**src/rtl/irq_tick_ctrl_if.sv**
```systemverilog
// CPU register-window bus for irq_tick_ctrl: select, direction, offset and data.
interface irq_tick_ctrl_if;
  logic       i_sel;
  logic       i_rw;
  logic [1:0] i_addr;
  logic [7:0] i_data;
  logic [7:0] o_data;
  logic       o_data_oe;

  modport master (
    output i_sel, i_rw, i_addr, i_data,
    input  o_data, o_data_oe
  );

  modport slave (
    input  i_sel, i_rw, i_addr, i_data,
    output o_data, o_data_oe
  );
endinterface

```
**src/rtl/irq_tick_ctrl.sv**
```systemverilog
// MMU09 interrupt controller: latches/masks/prioritises tick, UART, CH375 and RTC
// sources and routes each to the 6809 IRQ or FIRQ line.
module irq_tick_ctrl #(
  parameter int unsigned TICK_DIV = 40000
) (
  input  logic           i_eclk,
  input  logic           i_reset,
  irq_tick_ctrl_if.slave bus,
  input  logic           i_uartirq,
  input  logic           i_chirq,
  input  logic           i_rtcirq,
  output logic           irq_n,
  output logic           firq_n
);

  localparam int unsigned CNT_W = 20;
  localparam logic [CNT_W-1:0] RELOAD = CNT_W'(TICK_DIV - 1);

  localparam logic [1:0] A_STATUS = 2'd0;
  localparam logic [1:0] A_ENABLE = 2'd1;
  localparam logic [1:0] A_ROUTE  = 2'd2;
  localparam logic [1:0] A_CTRL   = 2'd3;

  logic [1:0]       uart_sync, ch_sync, rtc_sync;
  logic             rtc_prev;
  logic             pend0, pend3, ovr;
  logic [3:0]       enable, route;
  logic             tick_en;
  logic [CNT_W-1:0] cnt;

  logic             wr_en, wr_status, wr_enable, wr_route, wr_ctrl;
  logic             tick_exp, rtc_fall, reload;
  logic [3:0]       pend, act;
  logic [2:0]       id;
  logic             unused_wdata;

  assign wr_en     = bus.i_sel & ~bus.i_rw;
  assign wr_status = wr_en && (bus.i_addr == A_STATUS);
  assign wr_enable = wr_en && (bus.i_addr == A_ENABLE);
  assign wr_route  = wr_en && (bus.i_addr == A_ROUTE);
  assign wr_ctrl   = wr_en && (bus.i_addr == A_CTRL);

  assign tick_exp  = tick_en && (cnt == '0);
  assign reload    = tick_exp || (wr_ctrl && bus.i_data[1]);
  assign rtc_fall  = rtc_prev & ~rtc_sync[1];

  // Level sources are live from the synchronisers; edge sources are sticky.
  assign pend = {pend3, ~ch_sync[1], ~uart_sync[1], pend0};
  assign act  = pend & enable;

  assign unused_wdata = ^bus.i_data[6:4];

  // Priority: CH375 > UART > tick > RTC; id is 1 + source index.
  always_comb begin
    id = 3'd0;
    if (act[2])      id = 3'd3;
    else if (act[1]) id = 3'd2;
    else if (act[0]) id = 3'd1;
    else if (act[3]) id = 3'd4;
  end

  always_comb begin
    bus.o_data = 8'h00;
    case (bus.i_addr)
      A_STATUS: bus.o_data = {ovr, 3'b000, pend};
      A_ENABLE: bus.o_data = {4'b0000, enable};
      A_ROUTE:  bus.o_data = {4'b0000, route};
      A_CTRL:   bus.o_data = {1'b0, id, 3'b000, tick_en};
      default:  bus.o_data = 8'h00;
    endcase
  end

  assign bus.o_data_oe = bus.i_sel & bus.i_rw;

  // Input synchronisers, idle-high.
  always_ff @(posedge i_eclk or negedge i_reset) begin
    if (!i_reset) begin
      uart_sync <= 2'b11;
      ch_sync   <= 2'b11;
      rtc_sync  <= 2'b11;
      rtc_prev  <= 1'b1;
    end else begin
      uart_sync <= {uart_sync[0], i_uartirq};
      ch_sync   <= {ch_sync[0], i_chirq};
      rtc_sync  <= {rtc_sync[0], i_rtcirq};
      rtc_prev  <= rtc_sync[1];
    end
  end

  // Tick counter: reload on expiry or strobe, else count while enabled.
  always_ff @(posedge i_eclk or negedge i_reset) begin
    if (!i_reset) begin
      cnt <= RELOAD;
    end else if (reload) begin
      cnt <= RELOAD;
    end else if (tick_en) begin
      cnt <= cnt - CNT_W'(1);
    end
  end

  // Sticky bits: a set event wins over a same-cycle clear.
  always_ff @(posedge i_eclk or negedge i_reset) begin
    if (!i_reset) begin
      pend0 <= 1'b0;
      pend3 <= 1'b0;
      ovr   <= 1'b0;
    end else begin
      pend0 <= tick_exp | (pend0 & ~(wr_status & bus.i_data[0]));
      pend3 <= rtc_fall | (pend3 & ~(wr_status & bus.i_data[3]));
      ovr   <= (tick_exp & pend0) | (ovr & ~(wr_status & bus.i_data[7]));
    end
  end

  always_ff @(posedge i_eclk or negedge i_reset) begin
    if (!i_reset) begin
      enable  <= 4'h0;
      route   <= 4'h0;
      tick_en <= 1'b0;
    end else begin
      if (wr_enable) enable  <= bus.i_data[3:0];
      if (wr_route)  route   <= bus.i_data[3:0];
      if (wr_ctrl)   tick_en <= bus.i_data[0];
    end
  end

  always_ff @(posedge i_eclk or negedge i_reset) begin
    if (!i_reset) begin
      irq_n  <= 1'b1;
      firq_n <= 1'b1;
    end else begin
      irq_n  <= ~|(act & ~route);
      firq_n <= ~|(act & route);
    end
  end

endmodule
```
**src/flat_wrapper.sv**
```systemverilog
// flat-port wrapper written by rule: the top's interface ports become plain ports
module irq_tick_ctrl_flat 
#(
  parameter int unsigned TICK_DIV = 40000
)
  (i_eclk, i_reset, i_uartirq, i_chirq, i_rtcirq, irq_n, firq_n, bus_i_sel, bus_i_rw, bus_i_addr, bus_i_data, bus_o_data, bus_o_data_oe);
  irq_tick_ctrl_if bus_i ();
  input  logic i_eclk;
  input  logic i_reset;
  input  logic i_uartirq;
  input  logic i_chirq;
  input  logic i_rtcirq;
  output logic irq_n;
  output logic firq_n;
  input wire logic [$bits(bus_i.i_sel)-1:0] bus_i_sel;
  input wire logic [$bits(bus_i.i_rw)-1:0] bus_i_rw;
  input wire logic [$bits(bus_i.i_addr)-1:0] bus_i_addr;
  input wire logic [$bits(bus_i.i_data)-1:0] bus_i_data;
  output wire logic [$bits(bus_i.o_data)-1:0] bus_o_data;
  output wire logic [$bits(bus_i.o_data_oe)-1:0] bus_o_data_oe;
  assign bus_i.i_sel = bus_i_sel;
  assign bus_i.i_rw = bus_i_rw;
  assign bus_i.i_addr = bus_i_addr;
  assign bus_i.i_data = bus_i_data;
  assign bus_o_data = bus_i.o_data;
  assign bus_o_data_oe = bus_i.o_data_oe;
  irq_tick_ctrl #(.TICK_DIV(TICK_DIV)) u_core (.i_eclk(i_eclk), .i_reset(i_reset), .bus(bus_i), .i_uartirq(i_uartirq), .i_chirq(i_chirq), .i_rtcirq(i_rtcirq), .irq_n(irq_n), .firq_n(firq_n));
endmodule
```
**config.mk**
```make
export PLATFORM = sky130hd
export DESIGN_NAME = irq_tick_ctrl_flat
export DESIGN_NICKNAME = d
export VERILOG_FILES = /design/src/rtl/irq_tick_ctrl_if.sv /design/src/rtl/irq_tick_ctrl.sv /design/src/flat_wrapper.sv
export SDC_FILE = /design/constraint.sdc
export NUM_CORES = 1
export LEC_CHECK = 0
export ABC_AREA = 1
export CORE_ASPECT_RATIO = 0.7
export CORE_MARGIN = 4
export CORE_UTILIZATION = 54
export DETAILED_ROUTE_END_ITERATION = 8
export HOLD_SLACK_MARGIN = 0.1
export PLACE_DENSITY_LB_ADDON = 0.05
export SLEW_MARGIN = 20
export SYNTH_ARGS = -nofsm -noshare
export SYNTH_HDL_FRONTEND = slang
export SYNTH_SLANG_ARGS = --single-unit
```
**constraint.sdc**
```tcl
create_clock -name i_eclk -period 4 [get_ports i_eclk]
set_input_delay 0.8 -clock i_eclk [delete_from_list [all_inputs] [get_ports i_eclk]]
set_output_delay 0.8 -clock i_eclk [all_outputs]
set_load 0.03 [all_outputs]
```
# Word-level counts from Yosys, hierarchy flattened
# Cells that the tools add are included.
# Widths: inputs -> output; s select.
[word_totals]
reg_bits = 41
elab_cells = 62
[classes]
add_sub_neg = 1
n_eq_ne = 3
muxes = 7
bitwise = 24
reduce_logical = 14
[op_table]
columns = ["cell", "count"]
rows = [
  ["$mux 20", 2],
  ["$pmux 8 s4", 1],
  ["$logic_not 20->1", 1],
  ["$sub 20x1->20 const B", 1],
  ["$and 4x4->4", 3],
  ["$mux 3", 4],
  ["$and 1x1->1", 10],
  ["$reduce_or 4->1", 2],
  ["$not 1->1", 7],
  ["$logic_and 1x1->1", 6],
  ["$eq 2x2->1 const B", 2],
  ["$not 4->4", 1],
  ["$or 1x1->1", 3],
  ["$eq 2x1->1 const B", 1],
  ["$logic_not 1->1", 2],
  ["$logic_not 2->1", 1],
  ["$reduce_bool 2->1", 1],
  ["$logic_or 1x1->1", 1],
]

# Logic depth before layout (Yosys ltp)
# Gate-level depths: netlist (run 1).
[logic_depth]
ltp_word = 7
ltp_mapped = 11
depth_no_buf = 11

# Worst setup path before layout (run 1)
# No wires, ideal clock.
[synth_timing]
path_type = "input port to output port"
from = "input bus_i_addr[1]"
to = "output bus_o_data[0]"
arrival_time_ns = 1.767
required_time_ns = 3.200
slack_ns = 1.433
cell_stages = 3
n_path_buf = 0
path_cell_list = "nor2_1 -> inv_1 -> o21ai_0"
[synth_between]
elab_chain_cells = 2
word_cells_on_any_way = 5
cone_classes = "eq/ne: 3; mux: 1; reduce/logical: 1"
[synth_rtl]
columns = ["item", "line_no", "text"]
rows = [
  ["start, declared", "flat_wrapper.sv:17", "input wire logic [$bits(bus_i.i_addr)-1:0] bus_i_addr;"],
  ["$eq 2x2->1 (tied with other cells)", "irq_tick_ctrl.sv:64", "case (bus.i_addr)"],
  ["$pmux 8 s4 *", "irq_tick_ctrl.sv:64", ""],
  ["end, declared", "flat_wrapper.sv:19", "output wire logic [$bits(bus_i.o_data)-1:0] bus_o_data;"],
]
# Every way passes the cells marked *; elsewhere a longest branch is shown, timed or not.

# Final worst setup path (run 1)
# Ends and elaborated chain as after synthesis.

==> reports/metrics.yaml, run 1 <==
yosys:
  yosysWarnings: 0
  avgSynthCellArea_um2: 7.91
  synthCells: 272
  ys_top_cells_by_area: "dfrtp_1 (26%), dfstp_2 (23%), nand2_1 (11%)"
  synth-seq-area-share: 0.488
  synth_largest_area_cell: "dfrtp_1"
  syn_area_um2: 2150
  synth_nets: 291
  yosys_register_bits: 41
  synth_cell_type_count: 28
  netlist.area_leader.share: 0.256
floorplan:
  row_count: 18
  die_y_um: 60.8
  die_x_um: 83.5
  num_io_pins: 28
  die_area_um2: 5080
  core_um2: 3670
  initial_utilization: 0.586
power:
  irDropWorstVdd_v: 0.000378
  p_total_w: 0.00129
  power.density_nw_per_um2: 503
  leakagePower_nw: 1.19
routing:
  dr.pass1.iters: 4
  viasPerCell: 5.22
  drc: 0
  routed_wirelength_um: 4640
  drt_iter0_drc: 158
  vias: 1839
  ant_nets: 0
  wl_per_cell_um: 13.2
finish:
  final_common_cell: "nand2_1"
  nNetsFinal: 320
  regArea_um2: 1050
  area_growth_pct: 19.4
  fill_cells: 295
  antenna_cells: 0
  multi_input_area_um2: 927
  layout-drive-gt1-share: 0.149
  layout_common_cells: "nand2_1 (65), nor2_1 (42), inv_1 (36)"
  final_cell_area_um2: 2570
sta:
  fin_skew_ns: 0.00430
  fmax_mhz: 291
  period_needed_ns: 3.43
  setup_tns_ns: 0
  setup_viol: 0
  slew_viol_final: 0
  hold_violations: 0
  finalCritPeriodShare: 0.859
  max-slew-margin-rel: 0.407
  rsz0062_at_grt: "no"
  worst_pin_slew_ns: 0.889
setup_path:
  reg2regPathDepth: 11
  endpoint_kind: "output port"
  rrSetupSlack_ns: 2.33
  arrival_ns: 2.63
  crit_start: "bus_i_addr[1]"
  reg2reg_from: "u_core.cnt[0]"
  critPathMaxFanout: 5
  worstReg2RegEnd: "u_core.cnt[19]"
  setup.worst_path.class: "in -> out"
  cp_data_required_time_ns: 3.20
  start_kind: "input pin"
clock_tree:
  cts_buffer_depth: 2
  cts_resized: 0
  cts_max_level: 2
  clk_latency_ns: 0.30
  hold_buffers: 0
  root_buffer: "clkbuf_8"
  cts_setup_buffers: 0
  clkTransAtPathRegs_ns: 0.08
  cts_tree: "built"
  clock-sinks: 41
  cts_buffers: 5
min_path:
  worstHoldPathCells: 0
  worstHoldStart: "u_core.uart_sync[0]"
  hold_end: "u_core.uart_sync[1]"
  hold_path_class: "reg -> reg"
global_route:
  grt_pass1_wl_um: 7910
  grt_pass1_vias: 1627
  grt_max_degree: 42
  grt_use_total: 0.201
  antenna_found_initial: 0
  grt_overflow_total: 0
status:
  outcome: "finished, final reports clean"
placed_design:
  postPlaceCellArea_um2: 2430
  portBuffers: 24
  dp_hpwl_um: 3410
  place_congestion: 0.911
run:
  cap_viol_max_count: 0
-- synth_stat cells, drive strengths merged --
master	n
nand2	66
nor2	49
inv	39
dfrtp	22
nand3	21
dfstp	19
o21ai	19
nand4	6
a21oi	5
nor3	5
xor2	5
o211ai	3
xnor2	3
buf	2
ha	2
o22ai	2
a221oi	1
clkbuf	1
nand3b	1
or2	1
-- worst max-delay path by stage --
stage                    endpoint  cells past startpoint
finish              bus_o_data[0]                      8
global route        bus_o_data[0]                      8
CTS                 bus_o_data[0]                      8
detailed placement  bus_o_data[0]                      8
global placement    bus_o_data[0]                      8
floorplan           bus_o_data[0]                      3
-- kinds of logic after synthesis --
family          Yosys count  share of synthesized area
xor+xnor                  8                     0.0326
flops                    41                      0.488
buf+inv                  42                     0.0814
simple gates            149                      0.308
compound gates           30                     0.0785
fa+ha+maj                 2                     0.0116
-- cell type report --
| class | instances | area share |
|---|---|---|
| clock inverter | 3 | 0.0268 |
| sequential | 41 | 0.409 |
| multi-input combinational | 189 | 0.361 |
| clock buffer | 5 | 0.0268 |
| timing repair buffer | 25 | 0.0945 |
| inverter | 39 | 0.0580 |
| tap | 50 | 0.0244 |
-- state kept, by name, indices dropped and copies added (netlist names) --
register and cells:
u_core.tick_en 1, u_core.ovr 1, u_core.pend3 1, u_core.cnt 20, u_core.pend0 1, u_core.uart_sync 2, u_core.route 4, u_core.enable 4
u_core.irq_n 1, u_core.rtc_sync 2, u_core.rtc_prev 1, u_core.firq_n 1, u_core.ch_sync 2
-- routing by layer --
metal | vias to the layer above | wire (µm) | track usage
li1 | 917 | - | -
met1 | 847 | 2390 | 0.315
met2 | 66 | 1790 | 0.256
met3 | 9 | 394 | 0.0583
met4 | 0 | 63 | 0.0780
met5 | - | 0 | 0
-- power by group --
part | leakage, nW | internal (W) | switching (W)
registers | 0.488 | 0.000509 | 0.0000576
clock network | 0.0687 | 0.000251 | 0.000149
logic | 0.632 | 0.000123 | 0.000202
-- worst max-delay path: stages --
cell and delay (ns):
clkdlybuf4s50_1 0.52, inv_1 0.05, nor2_1 0.26, nand2_1 0.08, o21ai_0 0.08, a21oi_1 0.05
o21ai_0 0.08, clkdlybuf4s50_1 0.70
-- stage by stage --
step	worst slack, ns	std cells	hold WS, ns	util
after global routing	0.389	352	0.362	0.700
after CTS	0.567	352	0.359	0.700
after global placement	0.595	344	0.346	0.662
after floorplan	1.43	272	0.345	-
after detailed placement	0.573	344	0.347	0.662
final	0.566	352	0.358	0.700
No activity file was read; power rests on OpenSTA's default activity.
==> inputs of run 2 (changes only) <==
--- a/config.mk
+++ b/config.mk
@@ -9,6 +9,7 @@
 export CORE_ASPECT_RATIO = 0.7
 export CORE_MARGIN = 4
 export CORE_UTILIZATION = 54
+export CTS_CLUSTER_DIAMETER = 150
 export DETAILED_ROUTE_END_ITERATION = 8
 export HOLD_SLACK_MARGIN = 0.1
 export PLACE_DENSITY_LB_ADDON = 0.05
==> results of run 2 <==
No change in the layout: final DEF, timing and power equal those of run 1.
==> inputs of run 3 (changes only) <==
--- a/config.mk
+++ b/config.mk
@@ -17,3 +17,4 @@
 export SYNTH_ARGS = -nofsm -noshare
 export SYNTH_HDL_FRONTEND = slang
 export SYNTH_SLANG_ARGS = --single-unit
+export TNS_END_PERCENT = 10
==> results of run 3 <==
No change in the layout: final DEF, timing and power equal those of run 1.
